<file path="src/rtl/pc_next_unit.sv">
// Program-counter stage ahead of the instruction memory: holds the PC, chooses the next PC,
// rejects out-of-window or misaligned targets with a sticky fault, and counts committed updates.
module pc_next_unit #(
    parameter logic [31:0] PC_RESET = 32'h0000_3000,
    parameter int          ADR_BITS = 10
) (
    input  logic        clk,
    input  logic        reset,
    input  logic        stall,
    input  logic [1:0]  npc_sel,
    input  logic        br_taken,
    input  logic [15:0] imm16,
    input  logic [25:0] instr_index,
    input  logic [31:0] jr_target,
    output logic [31:0] pc,
    output logic [31:0] pc_plus4,
    output logic [31:0] pc_plus8,
    output logic        fault,
    output logic [31:0] fault_pc,
    output logic [31:0] upd_count
);

    typedef enum logic {
        S_RUN   = 1'b0,
        S_FAULT = 1'b1
    } state_t;

    localparam logic [31:0] WIN_BYTES = 32'd4 << ADR_BITS;

    state_t      r_state;
    logic [31:0] r_pc;
    logic [31:0] r_fault_pc;
    logic [31:0] r_upd_count;

    logic [31:0] w_pc_plus4;
    logic [31:0] w_pc_plus8;
    logic [31:0] w_br_off;
    logic [31:0] w_npc;
    logic [31:0] w_win_off;
    logic        w_npc_valid;

    assign w_pc_plus4 = r_pc + 32'd4;
    assign w_pc_plus8 = r_pc + 32'd8;
    assign w_br_off   = {{14{imm16[15]}}, imm16, 2'b00};

    always_comb begin
        // NOTE: default first so every path assigns w_npc and no latch is inferred.
        w_npc = w_pc_plus4;
        case (npc_sel)
            2'b01:   if (br_taken) w_npc = w_pc_plus4 + w_br_off;
            2'b10:   w_npc = {w_pc_plus4[31:28], instr_index, 2'b00};
            2'b11:   w_npc = jr_target;
            default: w_npc = w_pc_plus4;
        endcase
    end

    // Unsigned difference: targets below the base wrap high and fail the window test.
    assign w_win_off   = w_npc - PC_RESET;
    assign w_npc_valid = (w_npc[1:0] == 2'b00) && (w_win_off < WIN_BYTES);

    always_ff @(posedge clk) begin
        // NOTE: non-blocking assignments so every register samples pre-edge values.
        if (reset) begin
            r_state     <= S_RUN;
            r_pc        <= PC_RESET;
            r_fault_pc  <= 32'd0;
            r_upd_count <= 32'd0;
        end else begin
            case (r_state)
                S_RUN: begin
                    if (!stall) begin
                        if (w_npc_valid) begin
                            r_pc        <= w_npc;
                            r_upd_count <= r_upd_count + 32'd1;
                        end else begin
                            r_fault_pc <= w_npc;
                            r_state    <= S_FAULT;
                        end
                    end
                end
                default: r_state <= S_FAULT;
            endcase
        end
    end

    assign pc        = r_pc;
    assign pc_plus4  = w_pc_plus4;
    assign pc_plus8  = w_pc_plus8;
    assign fault     = (r_state == S_FAULT);
    assign fault_pc  = r_fault_pc;
    assign upd_count = r_upd_count;

endmodule
</file>
<file path="config.mk">
export PLATFORM = sky130hd
export DESIGN_NAME = pc_next_unit
export DESIGN_NICKNAME = d
export VERILOG_FILES = /design/src/rtl/pc_next_unit.sv
export SDC_FILE = /design/constraint.sdc
export NUM_CORES = 1
export LEC_CHECK = 0
export ABC_CLOCK_PERIOD_IN_PS = 6800
export CAP_MARGIN = 20
export CORE_MARGIN = 5
export CORE_UTILIZATION = 41
export CTS_CLUSTER_SIZE = 12
export DETAILED_ROUTE_END_ITERATION = 16
export HOLD_SLACK_MARGIN = 0.08
export PLACE_DENSITY = 0.7
export SYNTH_ARGS = -nofsm -noshare
export SYNTH_HDL_FRONTEND = slang
export SYNTH_SLANG_ARGS = --single-unit
</file>
<file path="constraint.sdc">
create_clock -name clk -period 6.8 [get_ports clk]
set_clock_uncertainty 0.2 [all_clocks]
set_input_delay 1.7 -clock clk [delete_from_list [all_inputs] [get_ports clk]]
set_output_delay 1.7 -clock clk [all_outputs]
set_load 0.02 [all_outputs]
</file>
### Yosys cells after proc, flatten, opt, wreduce, memory -nomap -nowiden

Cells that the tools add are included.

| storage, ports and cells | value |
|---|---|
| register bits after elaboration | 97 |
| output and inout bits | 161 |
| latch bits | 0 |
| memories kept | 0 |
| bits in read-only memories | 0 |
| memory bits (writable) | 0 |

| cells by class | value |
|---|---|
| div/mod/pow operators | 0 |
| reductions and logical operators | 4 |
| order comparisons | 1 |
| shift operators | 0 |
| mux-type cells | 5 |
| equal/unequal tests | 3 |
| bitwise gates (word level) | 3 |
| $add $sub $neg | 5 |
| multipliers | 0 |

Operators with widths:

| kind | count |
|---|---|
| $pmux 32 s3 | 1 |
| $add 32x1->32 const B | 1 |
| $add 32x3->32 const B | 1 |
| $add 32x32->32 | 1 |
| $add 32x4->32 const B | 1 |
| $lt 32x13->1 const B | 1 |
| $mux 32 | 1 |
| $sub 32x14->32 const B | 1 |
| $reduce_and 3->1 | 2 |
| $eq 2x2->1 const B | 2 |
| $mux 1 | 3 |
| $not 1->1 | 3 |
| $eq 2x1->1 const B | 1 |
| $logic_not 2->1 | 1 |
| $logic_and 1x1->1 | 1 |

### Depth between registers and ports, before layout

Gate-level depths: netlist of run 1.

| depth | value |
|---|---|
| word-level depth | 10 |
| mapped depth | 22 |
| mapped depth without buffers | 18 |

### Worst setup path after synthesis of run 1

OpenSTA, ideal clock, no wires.

| path | value |
|---|---|
| kind | register to register |
| start point | register r_pc[4] (netlist: pc[4]) |
| end point | register r_upd_count[18] (netlist: upd_count[18]) |
| arrival | 5577 ps |
| slack | 952 ps |
| cell stages (with the launch flop) | 20 |
| setup time | 70 ps |
| buffers on the path | 3 |
| required time | 6530 ps |
| path through | dfxtp_1 ha_1 nand3_1 or4_1 buf_2 o21a_1 or2_2 ha_1 clkbuf_1 nand2_1 o21ai_0 a2bb2oi_1 a41oi_1 xnor2_1 o31ai_1 nor4bb_1 o311ai_4 clkbuf_1 or4_1 a21oi_1 |

| between the ends | value |
|---|---|
| cells in the longest elaborated chain, start to end | 8 |

Ends and longest elaborated chain:

| what | RTL line | RTL |
|---|---|---|
| start: declaration | 31 | `logic [31:0] r_pc;` |
| start signal: assignment | 73 | `r_pc <= w_npc;` |
| $add 32x3->32 * | 42 | `assign w_pc_plus4 = r_pc + 32'd4;` |
| net pc_plus4[17] | 16 | `output logic [31:0] pc_plus4,` |
| $add 32x32->32 | 50 | `2'b01: if (br_taken) w_npc = w_pc_plus4 + w_br_off;` |
| $mux 32 | 50 |  |
| $pmux 32 s3 * | 49 | `case (npc_sel)` |
| $sub 32x14->32 * | 58 | `assign w_win_off = w_npc - PC_RESET;` |
| $lt 32x13->1 * | 59 | `assign w_npc_valid = (w_npc[1:0] == 2'b00) && (w_win_off < WIN_BYTES);` |
| $logic_and 1x1->1 * | 59 |  |
| $reduce_and 3->1 (no line) * | n/a |  |
| end signal: assignment | 74 | `r_upd_count <= r_upd_count + 32'd1;` |
| end: declaration | 33 | `logic [31:0] r_upd_count;` |

The timed path passes the listed nets; every way through them passes the cells marked *.
A chain may end at the register's enable or synchronous reset.

### Worst setup path after layout of run 1

| path | value |
|---|---|
| start point | register r_pc[3] (netlist: pc[3]) |
| end point | register r_upd_count[5] (netlist: upd_count[5]) |

| between the ends | value |
|---|---|
| cells in the longest elaborated chain, start to end | 8 |

Ends and longest elaborated chain:

| what | RTL line |
|---|---|
| $add 32x3->32 * | 42 |
| $add 32x32->32 | 50 |
| $mux 32 | 50 |
| $pmux 32 s3 * | 49 |
| $sub 32x14->32 * | 58 |
| $lt 32x13->1 * | 59 |
| $logic_and 1x1->1 * | 59 |
| $reduce_and 3->1 (no line) * | n/a |

Mark *: on every way between the ends. The rest lies on a longest branch, timed or not.

==> results of run 1 <==
## per-stage QoR
step	setup WS, ns	std cells	area, um^2
final	0.5018	1673	11640
after global routing	0.1686	1673	11640
after CTS	0.5821	1672	11630
after detailed placement	0.4453	1656	11320
after global placement	0.4125	1656	11320
after floorplan	0.9523	1188	8594
## synth_stat cells, types with 29 or more instances
| master | count | area [um^2] |
|---|---|---|
| xor2_1 | 33 | 289.0 |
| nand4_1 | 33 | 206.5 |
| nand2_1 | 109 | 409.1 |
| o31ai_1 | 29 | 217.7 |
| a21oi_1 | 135 | 675.7 |
| o21ai_0 | 67 | 335.3 |
| dfxtp_1 | 97 | 1942 |
| nor3_1 | 33 | 165.2 |
| inv_1 | 33 | 123.9 |
| nand3_1 | 48 | 240.2 |
| or4_1 | 35 | 262.8 |
| nor2_1 | 87 | 326.6 |
| xnor2_1 | 30 | 262.8 |
| ha_1 | 33 | 412.9 |
| clkbuf_1 | 65 | 244.0 |
## power groups by stage
stage | registers (mW) | clock network [mW] | logic [mW]
finish | 0.588 | 0.546 | 0.340
global route | 0.589 | 0.576 | 0.365
CTS | 0.588 | 0.553 | 0.336
detailed placement | 0.601 | 0 | 0.335
global placement | 0.601 | 0 | 0.334
floorplan | 0.615 | 0 | 0.171
## flip-flops by register name, summed over array words and instances (netlist names)
signal     flops
fault_pc      32
pc            32
fault          1
upd_count     32
## kinds of logic (layout without fill, tap and decap cells)
group / Yosys count / count (layout) / synth area share (%)
mux: 13 / 13 / 1.514
buf+inv: 132 / 342 / 6.653
fa+ha+maj: 34 / 34 / 5.037
flops: 97 / 97 / 22.59
simple gates: 479 / 479 / 29.64
xor+xnor: 63 / 63 / 6.420
compound gates: 370 / 370 / 28.14
## worst max-delay path, cell delays in order, from the launching register on
cell,delay [ns]
dfxtp_1,0.44
ha_1,0.27
nand3_1,0.15
or4_1,0.80
o21a_1,0.30
or2_2,0.33
ha_1,0.47
nand2_1,0.16
nor4bb_1,0.53
o311ai_0,0.34
and4b_1,0.26
nor3_1,0.36
nor3b_1,0.30
and4_1,0.31
o311ai_4,0.17
buf_12,0.18
or4_1,0.49
a21oi_1,0.16
## layout make-up
cell class,count,area share [%]
clock buffers,9,1.935
well taps,275,2.957
multi-input cells,959,52.34
repair buffers,293,24.26
clock inverters,7,0.7527
flip-flops and latches,97,16.69
inverters,33,1.065
## worst max path at each step
stage | endpoint | slack, ns | cells after the start | start
final | upd_count[5]$_SDFFE_PP0P_ | 0.50 | 17 | pc[3]$_SDFFE_PP0P_
after global placement | upd_count[16]$_SDFFE_PP0P_ | 0.41 | 16 | imm16[15]
after global routing | upd_count[13]$_SDFFE_PP0P_ | 0.17 | 18 | pc[3]$_SDFFE_PP0P_
after floorplan | upd_count[18]$_SDFFE_PP0P_ | 0.95 | 19 | pc[4]$_SDFFE_PP0P_
after detailed placement | upd_count[12]$_SDFFE_PP0P_ | 0.45 | 16 | imm16[15]
after CTS | upd_count[5]$_SDFFE_PP0P_ | 0.58 | 18 | pc[3]$_SDFFE_PP0P_
## metal layers
layer  routed length [um]  share of wire [%]  vias to the layer above  GRT usage [%]
met4                 1200                3.5                        0          10.13
met1                15060                 43                     4769          36.80
met2                15840                 46                      426          44.38
li1                     -                  -                     4834              -
met5                    0                  0                        -              0
met3                 2659                7.7                       71          6.016
==> metrics.txt, run 1 <==
status complete, no violations; Worst Reg2Reg Path Length in Cells 17; final WL 34750 um; vias in the first global route between 9000 and 10000; CTS Buffer Depth 2; Net Count, Synth 1302; register area share after synthesis ~23%; first-pass GRT wire length 53280 um; Setup Buffers After CTS 0; sequential share of power roughly 40%; routability cong. 1.052; # rows 53; most frequent cells in the layout clkdlybuf4s50_1, a21oi_1, nand2_1; max-slew violations 0; max_slew headroom 39.73%; Synth Area per Inst 7.234 um^2; vias after detailed routing a little over 10000; kind of critical path reg2reg; largest net degree at the start of global routing 64; area of the mapped netlist between 0.008 and 0.009 mm^2; Hold Path Stages 1; fmax 158.8 MHz; DRT iter0 DRCs 789; post-synthesis register bit count 97; CP endpoint kind flip-flop; fin crit share 92.62%; Die Height 154.8 um; dominant synthesized flop cell dfxtp_1; Min-Delay Path Class reg2reg; ANT cells 0; clk slew on worst S/H paths 0.08 ns; wire length per cell 20.77 um; Sw Ratio between 30% and 40%; number of port buffers 240; peak fanout along the critical path 11; Vias/cell around 6.0; Post-CTS Hold Buffers 0; Post-synth EDFFs 0; CP Launch Type flip-flop; FF/Latch Area a little under 0.002 mm^2; Hold EP fault_pc[27]$_SDFFE_PP0P_; area delta synth->final 35.39%; die width around 150 um; Reg2Reg Capture Point upd_count[5]$_SDFFE_PP0P_; TritonCTS buffer count 9; initial antenna violation count 0; Required @ worst endpoint 6.88 ns; Post-route DRC 0; commonest non-fill, non-tap cell in the layout clkdlybuf4s50_1; Pre-antenna DRT Iters 5; r2r setup slk 0.50 ns; antenna-violating nets left 0; static leakage 4.355 nW; Comb pwr share 23.1%; ys async rst share 0%; PostCTS Resize Cnt 0; TritonCTS clock tree built; post-DP HPWL 27520 um; NumNets Final between 1500 and 2000; clk sinks 97; Clk pwr share 37.0%; Die Area 0.02396 mm^2; synthesized instance count 1188; total power draw between 1 and 1.5 mW; overall routing resource usage 27.74%; peak supply drop roughly 0.00011 V; Pint just over 1 mW; number of fill cells 2052; H-tree depth 3; max capacitance violation total 0; setup tns final 0 ns; power density over the cells 126.7 mW/mm^2; Final Core Density about 56%; CTS root buf clkbuf_16; I/O pin count between 200 and 250; core area 0.02082 mm^2; Starting Density 41.28%; RSZ-0062 raised after global routing no; Synth cell types 80; Skew-Pair Late Insertion Delay around 0.36 ns; Syn. warnings 0; worst hold path startpoint fault_pc[27]$_SDFFE_PP0P_; final hold slack around 0.28 ns; arrival time worst endpoint between 6 and 7 ns; switching pwr 457.0 uW; grt ovf 0; footprint of the multi-input gates 0.006091 mm^2; Worst-Margin Slew 0.9040 ns; Hold Fails Final Rpt 0; Tmin final between 6 and 7 ns; layout cells sized above 1 between 7 and 8%; Finish-stage setup viols 0; FF-to-FF Start pc[3]$_SDFFE_PP0P_
Note: power is estimated with default switching activity, not from simulation.
==> run 2, diff against run 1 <==
--- a/config.mk
+++ b/config.mk
@@ -11,8 +11,8 @@
 export CORE_UTILIZATION = 41
 export CTS_CLUSTER_SIZE = 12
 export DETAILED_ROUTE_END_ITERATION = 16
+export DONT_BUFFER_PORTS = 1
 export HOLD_SLACK_MARGIN = 0.08
-export PLACE_DENSITY = 0.7
 export SYNTH_ARGS = -nofsm -noshare
 export SYNTH_HDL_FRONTEND = slang
 export SYNTH_SLANG_ARGS = --single-unit
==> metrics.txt, run 2 (synthesis results as in run 1) <==
switching pwr 438.7 uW (-4.0%); Comb pwr share 16.2% (-6.9 points); number of fill cells 2227 (+8.5%); max_slew headroom 41.69% (+2.0 points); routability cong. 1.043 (-0.91%); peak supply drop 0.0001085 V (+2.4%); I/O pin count 241 (unchanged); Starting Density 41.28% (unchanged); first-pass GRT wire length 51200 um (-3.9%); max capacitance violation total 0 (unchanged); Post-CTS Hold Buffers 0 (unchanged); setup tns final 0 ns (unchanged); area delta synth->final 7.061%; kind of critical path reg2reg; status complete, no violations; power density over the cells 147.8 mW/mm^2 (+17%); Sw Ratio 32.24% (+1.2 points); H-tree depth 3 (unchanged); max-slew violations 0 (unchanged); largest net degree at the start of global routing 88 (+38%); final hold slack 0.3816 ns (+0.1040 ns); core area 0.02082 mm^2 (unchanged); Worst-Margin Slew 0.8684 ns (-0.03560 ns); antenna-violating nets left 0 (unchanged); CP Launch Type flip-flop; clk sinks 97 (unchanged); static leakage 3.464 nW (-20%); Cells after DPL 1410 (-15%); peak fanout along the critical path 55 (+44); RSZ-0062 raised after global routing no; Post-Layout Cell Count 1428 (-15%); Die Height 154.8 um (unchanged); grt ovf 0 (unchanged); Required @ worst endpoint 6.85 ns (-0.03 ns); Vias/cell 6.411 (+6.2%); Finish-stage setup viols 0 (unchanged); initial antenna violation count 1 (+1); arrival time worst endpoint 6.44 ns (+0.06 ns); CTS Buffer Depth 2 (unchanged); post-DP HPWL 25970 um (-5.6%); Pint 921.8 uW (-9.3%); wire length per cell 23.69 um (+14%); fmax 156.5 MHz (-1.4%); die width 154.8 um (unchanged); Die Area 0.02396 mm^2 (unchanged); CTS root buf clkbuf_16; vias after detailed routing 9155 (-9.4%); Clk pwr share 39.2% (+2.2 points); vias in the first global route 8447 (-10%); clk slew on worst S/H paths 0.08 ns (about the same); CP endpoint kind flip-flop; Min-Delay Path Class reg2reg; TritonCTS buffer count 9 (unchanged); Hold Fails Final Rpt 0 (unchanged); # rows 53 (unchanged); sequential share of power 44.6% (+4.7 points); Tmin final 6.389 ns (+0.09132 ns); final WL 33830 um (-2.7%); overall routing resource usage 26.94% (-0.80 points); fin crit share 93.96% (+1.3 points); layout cells sized above 1 7.986% (+0.98 points); DRT iter0 DRCs 909 (+15%); Pre-antenna DRT Iters 8 (+3); NumNets Final 1261 (-16%); Skew-Pair Late Insertion Delay 0.36 ns (about the same); commonest non-fill, non-tap cell in the layout a21oi_1; number of port buffers 0 (-100%); most frequent cells in the layout a21oi_1, nand2_1, dfxtp_1; Post-route DRC 0 (unchanged); TritonCTS clock tree built
-- run 2: cell count changes in the layout (fill, tap and decap cells not counted), sizes merged --
cell / previous run / this run
clkdlybuf4s50: 237 / 0
buf: 56 / 47
clkinv: 2 / 4
clkinvlp: 1 / 0
bufinv: 1 / 0
diode: 0 / 1
-- run 2: timing repair --
item	4_1_cts	5_1_grt
buffers inserted	0	0
gates resized for setup	0	2
endpoints found under the setup margin	0	24
-- run 2: area by class of cell --
type / instances / area [um^2] / area share [%]
well taps: 275 / 344.1 / 3.739
repair buffers: 47 / 381.6 / 4.147
flip-flops and latches: 97 / 1943 / 21.12
clock inverters: 7 / 81.33 / 0.8839
diodes: 1 / 2.502 / 0.02720
clock buffers: 9 / 225.2 / 2.448
multi-input cells: 959 / 6100 / 66.29
inverters: 33 / 123.9 / 1.346
-- run 2: final timing paths --
check	cells past startpoint	end	from	slack, ns
hold reg to reg	2	fault_pc[20]$_SDFFE_PP0P_	fault_pc[20]$_SDFFE_PP0P_	0.38
setup reg to reg	19	fault_pc[15]$_SDFFE_PP0P_	pc[3]$_SDFFE_PP0P_	0.41
setup / recovery	19	fault_pc[15]$_SDFFE_PP0P_	pc[3]$_SDFFE_PP0P_	0.41
hold / removal	2	fault_pc[20]$_SDFFE_PP0P_	fault_pc[20]$_SDFFE_PP0P_	0.38
-- run 2: power by group through the flow --
stage	sequential [mW]	clock (mW)	combinational, mW
global route	0.608	0.561	0.240
floorplan	0.615	0	0.171
CTS	0.607	0.544	0.217
global placement	0.620	0	0.216
finish	0.606	0.534	0.220
detailed placement	0.620	0	0.216
-- run 2: layer usage --
metal	track usage (%)	vias to the layer above	wire length, um
li1	-	4368	-
met1	34.90	4284	14140
met2	42.45	438	15120
met3	9.065	65	3560
met4	8.368	0	999
met5	0	-	0
-- run 2: critical path, stage by stage (launching register included) --
cell and delay [ns]:
dfxtp_1 0.34, buf_4 0.18, ha_1 0.23, nand3_2 0.12, or4_1 0.66, buf_4 0.24
xnor2_1 0.35, ha_1 0.35, and3_1 0.32, o2111ai_1 0.32, and2_1 0.30, o311ai_0 0.59
buf_4 0.24, a21boi_1 0.28, nand4_1 0.17, and3_1 0.25, o311ai_4 0.28, buf_12 0.27
nand2_2 0.25, a31o_2 0.31
-- run 2: metrics by stage --
step	utilization [%]	setup WS (ns)	instance area, um^2	power, mW
2_1_floorplan	-	0.9523	8594	0.7858
3_3_place_gp	42.62	0.5378	8874	0.8364
3_5_place_dp	42.62	0.4300	8874	0.8361
4_1_cts	44.09	0.3882	9180	1.368
5_1_grt	44.19	0.08053	9201	1.409
6_report	44.19	0.4105	9201	1.360
